`src/rtl/cpu_axi_pkg.sv`:
```
// Shared AXI constants and the dCache bridge state type.
//   BURST_INCR / SIZE_WORD / STRB_ALL : fixed single-beat word transfer attributes
//   bridge_state_e                    : bridge FSM state encoding
package cpu_axi_pkg;

  localparam logic [1:0] BURST_INCR = 2'b01;
  localparam logic [2:0] SIZE_WORD  = 3'b010;
  localparam logic [3:0] STRB_ALL   = 4'hF;

  typedef enum logic [2:0] {
    StIdle,
    StAr,
    StR,
    StAww,
    StB
  } bridge_state_e;

endpackage

```
`src/rtl/dcache_axi_bridge_flop.sv`:
```
// Enable flop cell with asynchronous active-low clear.
//   clk   : clock
//   reset : asynchronous active-low clear (q -> 0)
//   en    : load enable
//   d / q : data in / registered data out
module dcache_axi_bridge_flop #(
  parameter int unsigned Width = 32
) (
  input  logic             clk,
  input  logic             reset,
  input  logic             en,
  input  logic [Width-1:0] d,
  output logic [Width-1:0] q
);

  always_ff @(posedge clk or negedge reset) begin
    if (!reset) begin
      q <= '0;
    end else if (en) begin
      q <= d;
    end
  end

endmodule

```
`src/rtl/dcache_axi_bridge.sv`:
```
// dCache-to-AXI bridge: converts single-word dCache reads/writes into single-beat
// AXI transactions, one outstanding at a time.
//   clk, reset                      : clock, asynchronous active-low reset
//   mem_req/wen/addr/wdata          : dCache request side
//   mem_addr_ok/data_ok/rdata       : dCache handshake and read data
//   ar*/r*                          : AXI read address / read data channels
//   aw*/w*/b*                       : AXI write address / write data / response channels
module dcache_axi_bridge
  import cpu_axi_pkg::*;
#(
  parameter logic [3:0] AXI_ID = 4'd1
) (
  input  logic        clk,
  input  logic        reset,
  input  logic        mem_req,
  input  logic        mem_wen,
  input  logic [31:0] mem_addr,
  input  logic [31:0] mem_wdata,
  output logic        mem_addr_ok,
  output logic        mem_data_ok,
  output logic [31:0] mem_rdata,
  output logic [3:0]  arid,
  output logic [31:0] araddr,
  output logic [3:0]  arlen,
  output logic [2:0]  arsize,
  output logic [1:0]  arburst,
  output logic        arvalid,
  input  logic        arready,
  input  logic [3:0]  rid,
  input  logic [31:0] rdata,
  input  logic [1:0]  rresp,
  input  logic        rlast,
  input  logic        rvalid,
  output logic        rready,
  output logic [3:0]  awid,
  output logic [31:0] awaddr,
  output logic [3:0]  awlen,
  output logic [2:0]  awsize,
  output logic [1:0]  awburst,
  output logic        awvalid,
  input  logic        awready,
  output logic [3:0]  wid,
  output logic [31:0] wdata,
  output logic [3:0]  wstrb,
  output logic        wlast,
  output logic        wvalid,
  input  logic        wready,
  input  logic [3:0]  bid,
  input  logic [1:0]  bresp,
  input  logic        bvalid,
  output logic        bready
);

  bridge_state_e state_q, state_d;
  logic [31:0]   addr_q, wdata_q;
  logic          aw_done_q, aw_done_d;
  logic          w_done_q, w_done_d;
  logic          data_ok_q, data_ok_d;
  logic          rdata_en;
  logic          aw_fire, w_fire;

  // Responses are never errors here; these inputs only exist for AXI completeness.
  logic unused_inputs;
  assign unused_inputs = ^{mem_addr[1:0], rid, rresp, rlast, bid, bresp};

  assign arid    = AXI_ID;
  assign awid    = AXI_ID;
  assign wid     = AXI_ID;
  assign arlen   = 4'd0;
  assign awlen   = 4'd0;
  assign arsize  = SIZE_WORD;
  assign awsize  = SIZE_WORD;
  assign arburst = BURST_INCR;
  assign awburst = BURST_INCR;
  assign wstrb   = STRB_ALL;
  assign wlast   = 1'b1;
  assign araddr  = addr_q;
  assign awaddr  = addr_q;
  assign wdata   = wdata_q;

  assign mem_data_ok = data_ok_q;

  // AW and W are independent channels; each valid drops once its own beat is taken.
  assign awvalid = (state_q == StAww) & ~aw_done_q;
  assign wvalid  = (state_q == StAww) & ~w_done_q;
  assign aw_fire = awvalid & awready;
  assign w_fire  = wvalid & wready;

  always_comb begin
    state_d     = state_q;
    aw_done_d   = aw_done_q;
    w_done_d    = w_done_q;
    data_ok_d   = 1'b0;
    mem_addr_ok = 1'b0;
    arvalid     = 1'b0;
    rready      = 1'b0;
    bready      = 1'b0;
    rdata_en    = 1'b0;
    unique case (state_q)
      StIdle: begin
        mem_addr_ok = mem_req;
        if (mem_req) state_d = mem_wen ? StAww : StAr;
      end
      StAr: begin
        arvalid = 1'b1;
        if (arready) state_d = StR;
      end
      StR: begin
        rready = 1'b1;
        if (rvalid) begin
          rdata_en  = 1'b1;
          data_ok_d = 1'b1;
          state_d   = StIdle;
        end
      end
      StAww: begin
        if ((aw_done_q | aw_fire) && (w_done_q | w_fire)) begin
          aw_done_d = 1'b0;
          w_done_d  = 1'b0;
          state_d   = StB;
        end else begin
          aw_done_d = aw_done_q | aw_fire;
          w_done_d  = w_done_q | w_fire;
        end
      end
      StB: begin
        bready = 1'b1;
        if (bvalid) begin
          data_ok_d = 1'b1;
          state_d   = StIdle;
        end
      end
      default: state_d = StIdle;
    endcase
  end

  always_ff @(posedge clk or negedge reset) begin
    if (!reset) begin
      state_q   <= StIdle;
      aw_done_q <= 1'b0;
      w_done_q  <= 1'b0;
      data_ok_q <= 1'b0;
      addr_q    <= '0;
      wdata_q   <= '0;
    end else begin
      state_q   <= state_d;
      aw_done_q <= aw_done_d;
      w_done_q  <= w_done_d;
      data_ok_q <= data_ok_d;
      if (mem_req && mem_addr_ok) begin
        addr_q  <= {mem_addr[31:2], 2'b00};
        wdata_q <= mem_wdata;
      end
    end
  end

  dcache_axi_bridge_flop #(
    .Width(32)
  ) u_rdata_flop (
    .clk  (clk),
    .reset(reset),
    .en   (rdata_en),
    .d    (rdata),
    .q    (mem_rdata)
  );

endmodule
```
`config.mk`:
```
export PLATFORM = sky130hd
export DESIGN_NAME = dcache_axi_bridge
export DESIGN_NICKNAME = d
export VERILOG_FILES = /design/src/rtl/cpu_axi_pkg.sv /design/src/rtl/dcache_axi_bridge_flop.sv /design/src/rtl/dcache_axi_bridge.sv
export SDC_FILE = /design/constraint.sdc
export NUM_CORES = 1
export LEC_CHECK = 0
export CAP_MARGIN = 15
export CORE_MARGIN = 2
export CORE_UTILIZATION = 30
export DETAILED_ROUTE_END_ITERATION = 6
export PLACE_DENSITY = 0.68
export SLEW_MARGIN = 25
export SYNTH_ARGS = -nofsm -noshare
export SYNTH_HDL_FRONTEND = slang
export SYNTH_SLANG_ARGS = --single-unit
```
`constraint.sdc`:
```
create_clock -name clk -period 3.5 [get_ports clk]
set_input_delay 0.7 -clock clk [delete_from_list [all_inputs] [get_ports clk]]
set_output_delay 0.7 -clock clk [all_outputs]
set_load 0.02 [all_outputs]
```
==> results of run 1 <==
## worst max-delay path, delay by kind of cell
family / cells / cell delay (ns)
AND/OR/NAND/NOR: 1 / 0.22
buffers and inverters: 2 / 1.13
## state kept, by name, indices dropped and copies added, names as in the netlist
signal and cells:
araddr 30, aw_done_q 1, mem_data_ok 1, state_q 3, u_rdata_flop.q 32, w_done_q 1
wdata 32
## cells in the final DEF (no fill, tap or decap), types with 2 or more instances in the layout
cell type / instances
clkdlybuf4s50_1: 232
dfrtp_1: 100
mux2_2: 65
conb_1: 39
mux2_4: 29
nor2_1: 10
clkbuf_16: 9
a21oi_1: 3
buf_4: 3
clkinvlp_4: 2
## cells by family (layout without fill, tap and decap cells)
kind of cell / after synthesis / after routing
AOI/OAI and AO/OA: 7 / 7
other: 2 / 39
muxes: 95 / 95
buffers and inverters: 82 / 252
DFF: 100 / 100
and+or+nand+nor: 20 / 20
## through the flow
step,setup WS [ns],cells,total power (W)
global route,0.7208,701,0.007252
detailed placement,0.7670,686,0.006010
global placement,0.7721,686,0.005953
finish,0.7561,701,0.006879
CTS,0.7629,701,0.006985
floorplan,1.540,343,0.004510
## cell usage after synthesis, types with 2 or more instances
library cell    n  share of area
a21oi_1         3         0.0033
buf_12          3          0.013
buf_4          70           0.11
buf_6           2         0.0049
buf_8           6          0.020
conb_1          2         0.0016
dfrtp_1       100           0.55
mux2_2         65           0.16
mux2_4         29          0.095
nor2_1         10         0.0082
## layer usage
layer	track usage	vias to the layer above	wire [µm]	part of all wire
met1	0.1479	1457	4001	0.39
li1	-	1333	-	-
met5	0	-	0	0
met2	0.2092	140	5218	0.51
met3	0.03015	14	735	0.072
met4	0.05753	0	226	0.022
## power by group
part	internal, W	switching (W)	total (W)	leakage, nW
Clock	0.000500	0.000430	0.000930	0.131
Sequential	0.00175	0.000388	0.00214	1.18
Combinational	0.00209	0.00172	0.00381	1.59
Total	0.00434	0.00253	0.00688	2.91
## cell type report
type,count,area (µm²)
multi-input combinational,161,1520
fill,1340,8139
clock inverter,5,37.54
clock buffer,10,239.0
sequential,100,2502
timing repair buffer,236,2356
tap,188,235.2
inverter,1,3.754
## path summary, 6_finish.rpt
kind                                             endpoint  slack (ns)                   start
setup / recovery                              mem_addr_ok        0.76                 mem_req
hold / removal                      wdata[28]$_DFFE_PN0P_        0.38                   reset
setup reg to reg                   araddr[27]$_DFFE_PN0P_        1.39  state_q[1]$_DFFE_PN0P_
hold reg to reg                      wdata[0]$_DFFE_PN0P_        0.51    wdata[0]$_DFFE_PN0P_
max in group asynchronous  u_rdata_flop.q[12]$_DFFE_PN0P_        2.41                   reset
min in group clk                     wdata[0]$_DFFE_PN0P_        0.51    wdata[0]$_DFFE_PN0P_
==> out/metrics.yaml, run 1 <==
synth_top_family_by_area: "multiplexers"
synth-edff-count: 0
tns_ns: 0
path_cells: "clkdlybuf4s50_1 -> nor4b_4 -> clkdlybuf4s50_1"
synth_ff_type: "dfrtp_1"
grtUsageTotal: 0.1234
die_y_um: 127.5
cp_max_fo: 2
placed_area_um2: 6614
cp_common_cell: "clkdlybuf4s50_1"
clk_latency_ns: 0.34
cts_setup_buffers: 0
routed_via_density: 4.200
critPathSlowestCell: "clkdlybuf4s50_1"
die_x_um: 127.5
cts.sinks: 100
startpoint_type: "input pin"
async_flop_share: 1.000
synth_cells: 306
hold_path.class: "input pin to async pin"
slowest_delay_ns: 0.65
layout-drive-gt1-share: 0.2261
hold_slack_ns: 0.3838
finClkSkew_ns: 0.006491
synth_fa_ha_area_frac: 0
leakage_nw: 2.908
setup.worst_path.class: "input pin to primary output"
grt_pass1_wl_um: 15860
drc: 0
synth-xor-area-share: 0
clkTransAtPathRegs_ns: 0.07
syn_area_um2: 4577
ys_ff_latch: 100
cts_buffers: 9
fin_crit_sh: 0.7840
num_vias: 2944
yosysSeqAreaShare: 0.5467
setup_viol: 0
status: "completed"
rsz0062_at_grt: "false"
drt-total-wl_um: 10180
wl_per_cell_um: 14.52
ir_drop_v: 0.0005469
globalRoute.totalOverflow: 0
fp-row-count: 45
grt_max_degree: 78
slew_headroom: 0.4566
reg2regPathDepth: 3
post-dp-hpwl_um: 7497
clockBufferDepth: 2
synth-compound-area-share: 0.009021
area_growth_pct: 50.63
io_buffer_count: 233
io_pins: 288
cts_hold_buffers: 0
drv_slew: 0
tightest_slew_ns: 0.8152
num_antenna_cells: 0
synth_mux_area_frac: 0.2608
yosys.cell_types.count: 26
cts_root_buffer: "clkbuf_16"
utilization: 0.4586
hold_violations: 0
pwr_density_cell_nw_per_um2: 997.8
ant_nets: 0
post_cts_resized: 0
arrival_ns: 2.04
yosys.area_share.simple: 0.02843
synth_area_per_cell_um2: 14.96
drt-initial-drc-count: 53
final_nets: 627
firstDrtPassIters: 4
routabilityCongestion: 0.7611
grt_pass1_vias: 3018
crit_path_end_kind: "primary output"
h-tree-depth: 3
cts_tree: "built"
layout_min_cycle_time_ns: 2.744
cap_violations: 0
initial_utilization: 0.3045
yosysWarningCount: 0
core_area_um2: 15030
antenna_found_initial: 0
max_freq_mhz: 364.5
cp.required_ns: 2.80
final_cell_area_um2: 6894
dieArea_um2: 16260
No activity file was read; power rests on OpenSTA's default activity.
==> inputs of run 2 (changes only) <==
- PLACE_DENSITY: 0.68 -> 0.7
- clock period: 3.5 -> 2.44 ns (I/O delays scaled with it)
==> out/metrics.yaml, run 2 (synthesis results as in run 1) <==
setup_viol: 0
antenna_found_initial: 0
swShare: 0.3684
p_clk_frac: 0.136
hold_slack_ns: 0.05616
die_y_um: 127.5
path_cells: "nor3b_1 -> clkdlybuf4s50_1"
tns_ns: 0
hold_path.class: "input pin to async pin"
cts_root_buffer: "clkbuf_16"
num_antenna_cells: 0
layout.cells.most_common_list: "clkdlybuf4s50_1, dfrtp_1, mux2_2"
place_inst: 688
h-tree-depth: 3
post-dp-hpwl_um: 7865
layout.cells.non_filler: 705
initial_utilization: 0.3045
cp_max_fo: 9
clk_latency_ns: 0.34
drt-total-wl_um: 10270
ir_drop_v: 0.0006224
grtUsageTotal: 0.1258
p_seq_frac: 0.310
io_pins: 288
hold_violations: 0
routed_via_density: 4.153
critPathSlowestCell: "clkdlybuf4s50_1"
core_area_um2: 15030
io_buffer_count: 233
grt_max_degree: 55
ant_nets: 0
startpoint_type: "register"
fin_crit_sh: 0.9662
internal_power_w: 0.006283
routabilityCongestion: 0.7473
firstDrtPassIters: 4
drc: 0
dieArea_um2: 16260
layout_commonest_cell: "clkdlybuf4s50_1"
slowest_delay_ns: 0.67
wl_per_cell_um: 14.57
cts.sinks: 100
globalRoute.totalOverflow: 0
grt_pass1_vias: 3171
die_x_um: 127.5
cts_buffers: 9
finClkSkew_ns: 0.006355
pwr_density_cell_nw_per_um2: 1428
status: "completed"
leakage_nw: 2.952
setup.worst_path.class: "register to primary output"
cap_violations: 0
max_freq_mhz: 424.2
layout_min_cycle_time_ns: 2.357
comb_power_share: 0.554
cts_hold_buffers: 0
fp-row-count: 45
clockBufferDepth: 2
arrival_ns: 1.87
grt_pass1_wl_um: 15900
cp.required_ns: 1.95
area_growth_pct: 52.19
crit_path_end_kind: "primary output"
layout-drive-gt1-share: 0.2360
cts_tree: "built"
num_vias: 2928
final_nets: 630
drv_slew: 0
drt-initial-drc-count: 42
p_switching_w: 0.003664
rsz0062_at_grt: "false"
clkTransAtPathRegs_ns: 0.07
==> run 2: layout make-up <==
cell class,instances,area [µm²]
flip-flops and latches,100,2505
well taps,188,235.2
multi-input cells,161,1520
fillers,1369,8068
clock buffers,10,239.0
clock inverters,6,48.80
repair buffers,239,2414
inverters,1,3.754
==> run 2: path summary, 6_finish.rpt <==
path,startpoint,end,slack (ns),cells after the start
setup / recovery,state_q[1]$_DFFE_PN0P_,bready,0.08,2
hold / removal,reset,wdata[11]$_DFFE_PN0P_,0.06,1
setup reg to reg,state_q[1]$_DFFE_PN0P_,araddr[11]$_DFFE_PN0P_,0.57,4
hold reg to reg,wdata[16]$_DFFE_PN0P_,wdata[16]$_DFFE_PN0P_,0.51,1
max in group asynchronous,reset,araddr[16]$_DFFE_PN0P_,1.72,2
min in group clk,wdata[16]$_DFFE_PN0P_,wdata[16]$_DFFE_PN0P_,0.51,1
==> run 2: power groups by stage <==
stage	clock, W	sequential (W)	combinational, W
final	0.00135	0.00309	0.00551
after global routing	0.00150	0.00321	0.00580
after CTS	0.00142	0.00310	0.00557
after detailed placement	0	0.00311	0.00555
after global placement	0	0.00305	0.00551
after floorplan	0	0.00401	0.00245
==> run 2: metal layers <==
layer  vias to the layer above  track usage  wire length [µm]
met5                         -            0                 0
met1                      1440       0.1377              3869
met4                         0      0.06529               261
met2                       132       0.2233              5486
li1                       1340            -                 -
met3                        16      0.03350               655
==> run 2: per-stage QoR <==
step / power (W) / instance area, µm² / utilization / setup slack (ns)
6_report: 0.009946 / 6965 / 0.4633 / 0.08254
5_1_grt: 0.01050 / 6965 / 0.4633 / 0.01408
4_1_cts: 0.01009 / 6953 / 0.4625 / 0.01519
3_5_place_dp: 0.008665 / 6666 / 0.4434 / 0.1469
3_3_place_gp: 0.008568 / 6666 / 0.4434 / 0.1396
2_1_floorplan: 0.006469 / 4716 / - / 0.8020
==> run 2: what timing repair did <==
action | CTS | global route
endpoints found under the hold margin | 0 | 0
buffers inserted | 0 | 1
endpoints found under the setup margin | 1 | 3
resized for setup | 1 | 3
==> run 2: worst max-delay path: cells and delay by family (launching register included) <==
kind	cells	cell delay, ns
AND/OR/NAND/NOR	1	0.36
flip-flops	1	0.50
buffers and inverters	1	0.67
==> inputs of run 3 (changes only) <==
- CORE_MARGIN: 2 -> default
==> out/metrics.yaml, run 3 (synthesis results as in run 1) <==
cap_violations: 0
max_freq_mhz: 427.1
ir_drop_v: 0.0007971
placed_area_um2: 6669
cp_common_cell: "clkdlybuf4s50_1"
slew_headroom: 0.5937
firstDrtPassIters: 6
tightest_slew_ns: 0.6094
arrival_ns: 1.85
grt_max_degree: 61
drc: 19
drt-total-wl_um: 10330
core_area_um2: 14700
cp.required_ns: 1.95
ant_nets: 0
dieArea_um2: 15750
globalRoute.totalOverflow: 0
die_x_um: 125.5
final_cell_area_um2: 6952
status: "finished, violations left"
post-dp-hpwl_um: 7802
wl_per_cell_um: 14.76
gr-max-usage-layer: "met2"
crit_path_end_kind: "primary output"
initial_utilization: 0.3114
fp-row-count: 44
pwr_density_cell_nw_per_um2: 1427
routabilityCongestion: 0.7786
io_pins: 288
hold_path.class: "input pin to async pin"
layout_min_cycle_time_ns: 2.341
startpoint_type: "input pin"
layout.cells.most_common_list: "clkdlybuf4s50_1, dfrtp_1, mux2_2"
tns_ns: 0
cp_max_fo: 2
antenna_found_initial: 0
critical_path.top_delay_family: "buffers and inverters"
setup.worst_path.class: "input pin to primary output"
num_antenna_cells: 0
cts_root_buffer: "clkbuf_16"
io_buffer_count: 233
finClkSkew_ns: 0.009382
fin_crit_sh: 0.9596
hold_violations: 0
h-tree-depth: 3
rsz0062_at_grt: "false"
num_vias: 2920
grt_pass1_wl_um: 16430
grtUsageMet3: 0.03338
path_cells: "clkdlybuf4s50_1 -> nor4b_4 -> clkdlybuf4s50_1"
final_nets: 630
drt-initial-drc-count: 91
die_y_um: 125.5
grtUsageTotal: 0.1343
cts_tree: "built"
leakage_nw: 2.972
cts.sinks: 100
met2_usage: 0.2402
drv_slew: 0
clk_latency_ns: 0.33
area_growth_pct: 51.89
place_inst: 685
grt_pass1_vias: 3057
critPathSlowestCell: "clkdlybuf4s50_1"
routed_via_density: 4.171
cts_hold_buffers: 0
layout-drive-gt1-share: 0.2326
cts_buffers: 9
clockBufferDepth: 2
slowest_delay_ns: 0.65
layout_commonest_cell: "clkdlybuf4s50_1"
critical_path_buf_inv_count: 2
violations: "design-rule violations"
clkTransAtPathRegs_ns: 0.06
layout.cells.non_filler: 700
setup_viol: 0
grtUsageMet1: 0.1503
-- run 3: layer usage --
metal,vias to the layer above,share of wire
li1,1340,-
met1,1428,0.38
met2,141,0.54
met3,11,0.067
met4,0,0.017
met5,-,0
-- run 3: timing repair --
action                     CTS  global route
setup buffers                0             0
gates resized for setup      0             5
setup endpoints to repair    0             4
-- run 3: area by class of cell --
cell class	instances	area, µm²
tap	184	230.2
fill	1288	7747
multi-input combinational	161	1525
timing repair buffer	239	2417
clock inverter	2	10.01
inverter	1	3.754
sequential	100	2505
clock buffer	13	260.3
-- run 3: worst paths after layout --
| check | start | slack (ns) | cells past startpoint | to |
|---|---|---|---|---|
| worst min register to register | wdata[12]$_DFFE_PN0P_ | 0.51 | 1 | wdata[12]$_DFFE_PN0P_ |
| worst min-delay path | reset | 0.16 | 1 | u_rdata_flop.q[25]$_DFFE_PN0P_ |
| worst max-delay path | mem_req | 0.1 | 3 | mem_addr_ok |
| worst max register to register | state_q[2]$_DFFE_PN0P_ | 0.55 | 4 | araddr[17]$_DFFE_PN0P_ |
| min in group clk | wdata[12]$_DFFE_PN0P_ | 0.51 | 1 | wdata[12]$_DFFE_PN0P_ |
| max in group asynchronous | reset | 1.60 | 2 | state_q[1]$_DFFE_PN0P_ |
-- run 3: worst register-to-register path: cells and delay by family, from the launching register on --
family / cells / cell delay [ns]
flops: 1 / 0.49
mux: 1 / 0.46
buf+inv: 2 / 0.46
simple gates: 1 / 0.36
-- run 3: power by group --
| part | switching [W] | total [W] | internal (W) |
|---|---|---|---|
| combinational | 0.00248 | 0.00553 | 0.00305 |
| clock | 0.000564 | 0.00130 | 0.000739 |
| sequential | 0.000575 | 0.00309 | 0.00252 |
-- run 3: through the flow --
step             util  hold slack (ns)  total power, W  setup slack (ns)
2_1_floorplan       -           0.1924        0.006469            0.8020
3_3_place_gp   0.4537           0.4896        0.008577            0.1397
3_5_place_dp   0.4537           0.4903        0.008692            0.1207
4_1_cts        0.4721           0.1710         0.01007          0.007147
5_1_grt        0.4729           0.2015         0.01044           0.05879
6_report       0.4729           0.1596        0.009922           0.09854
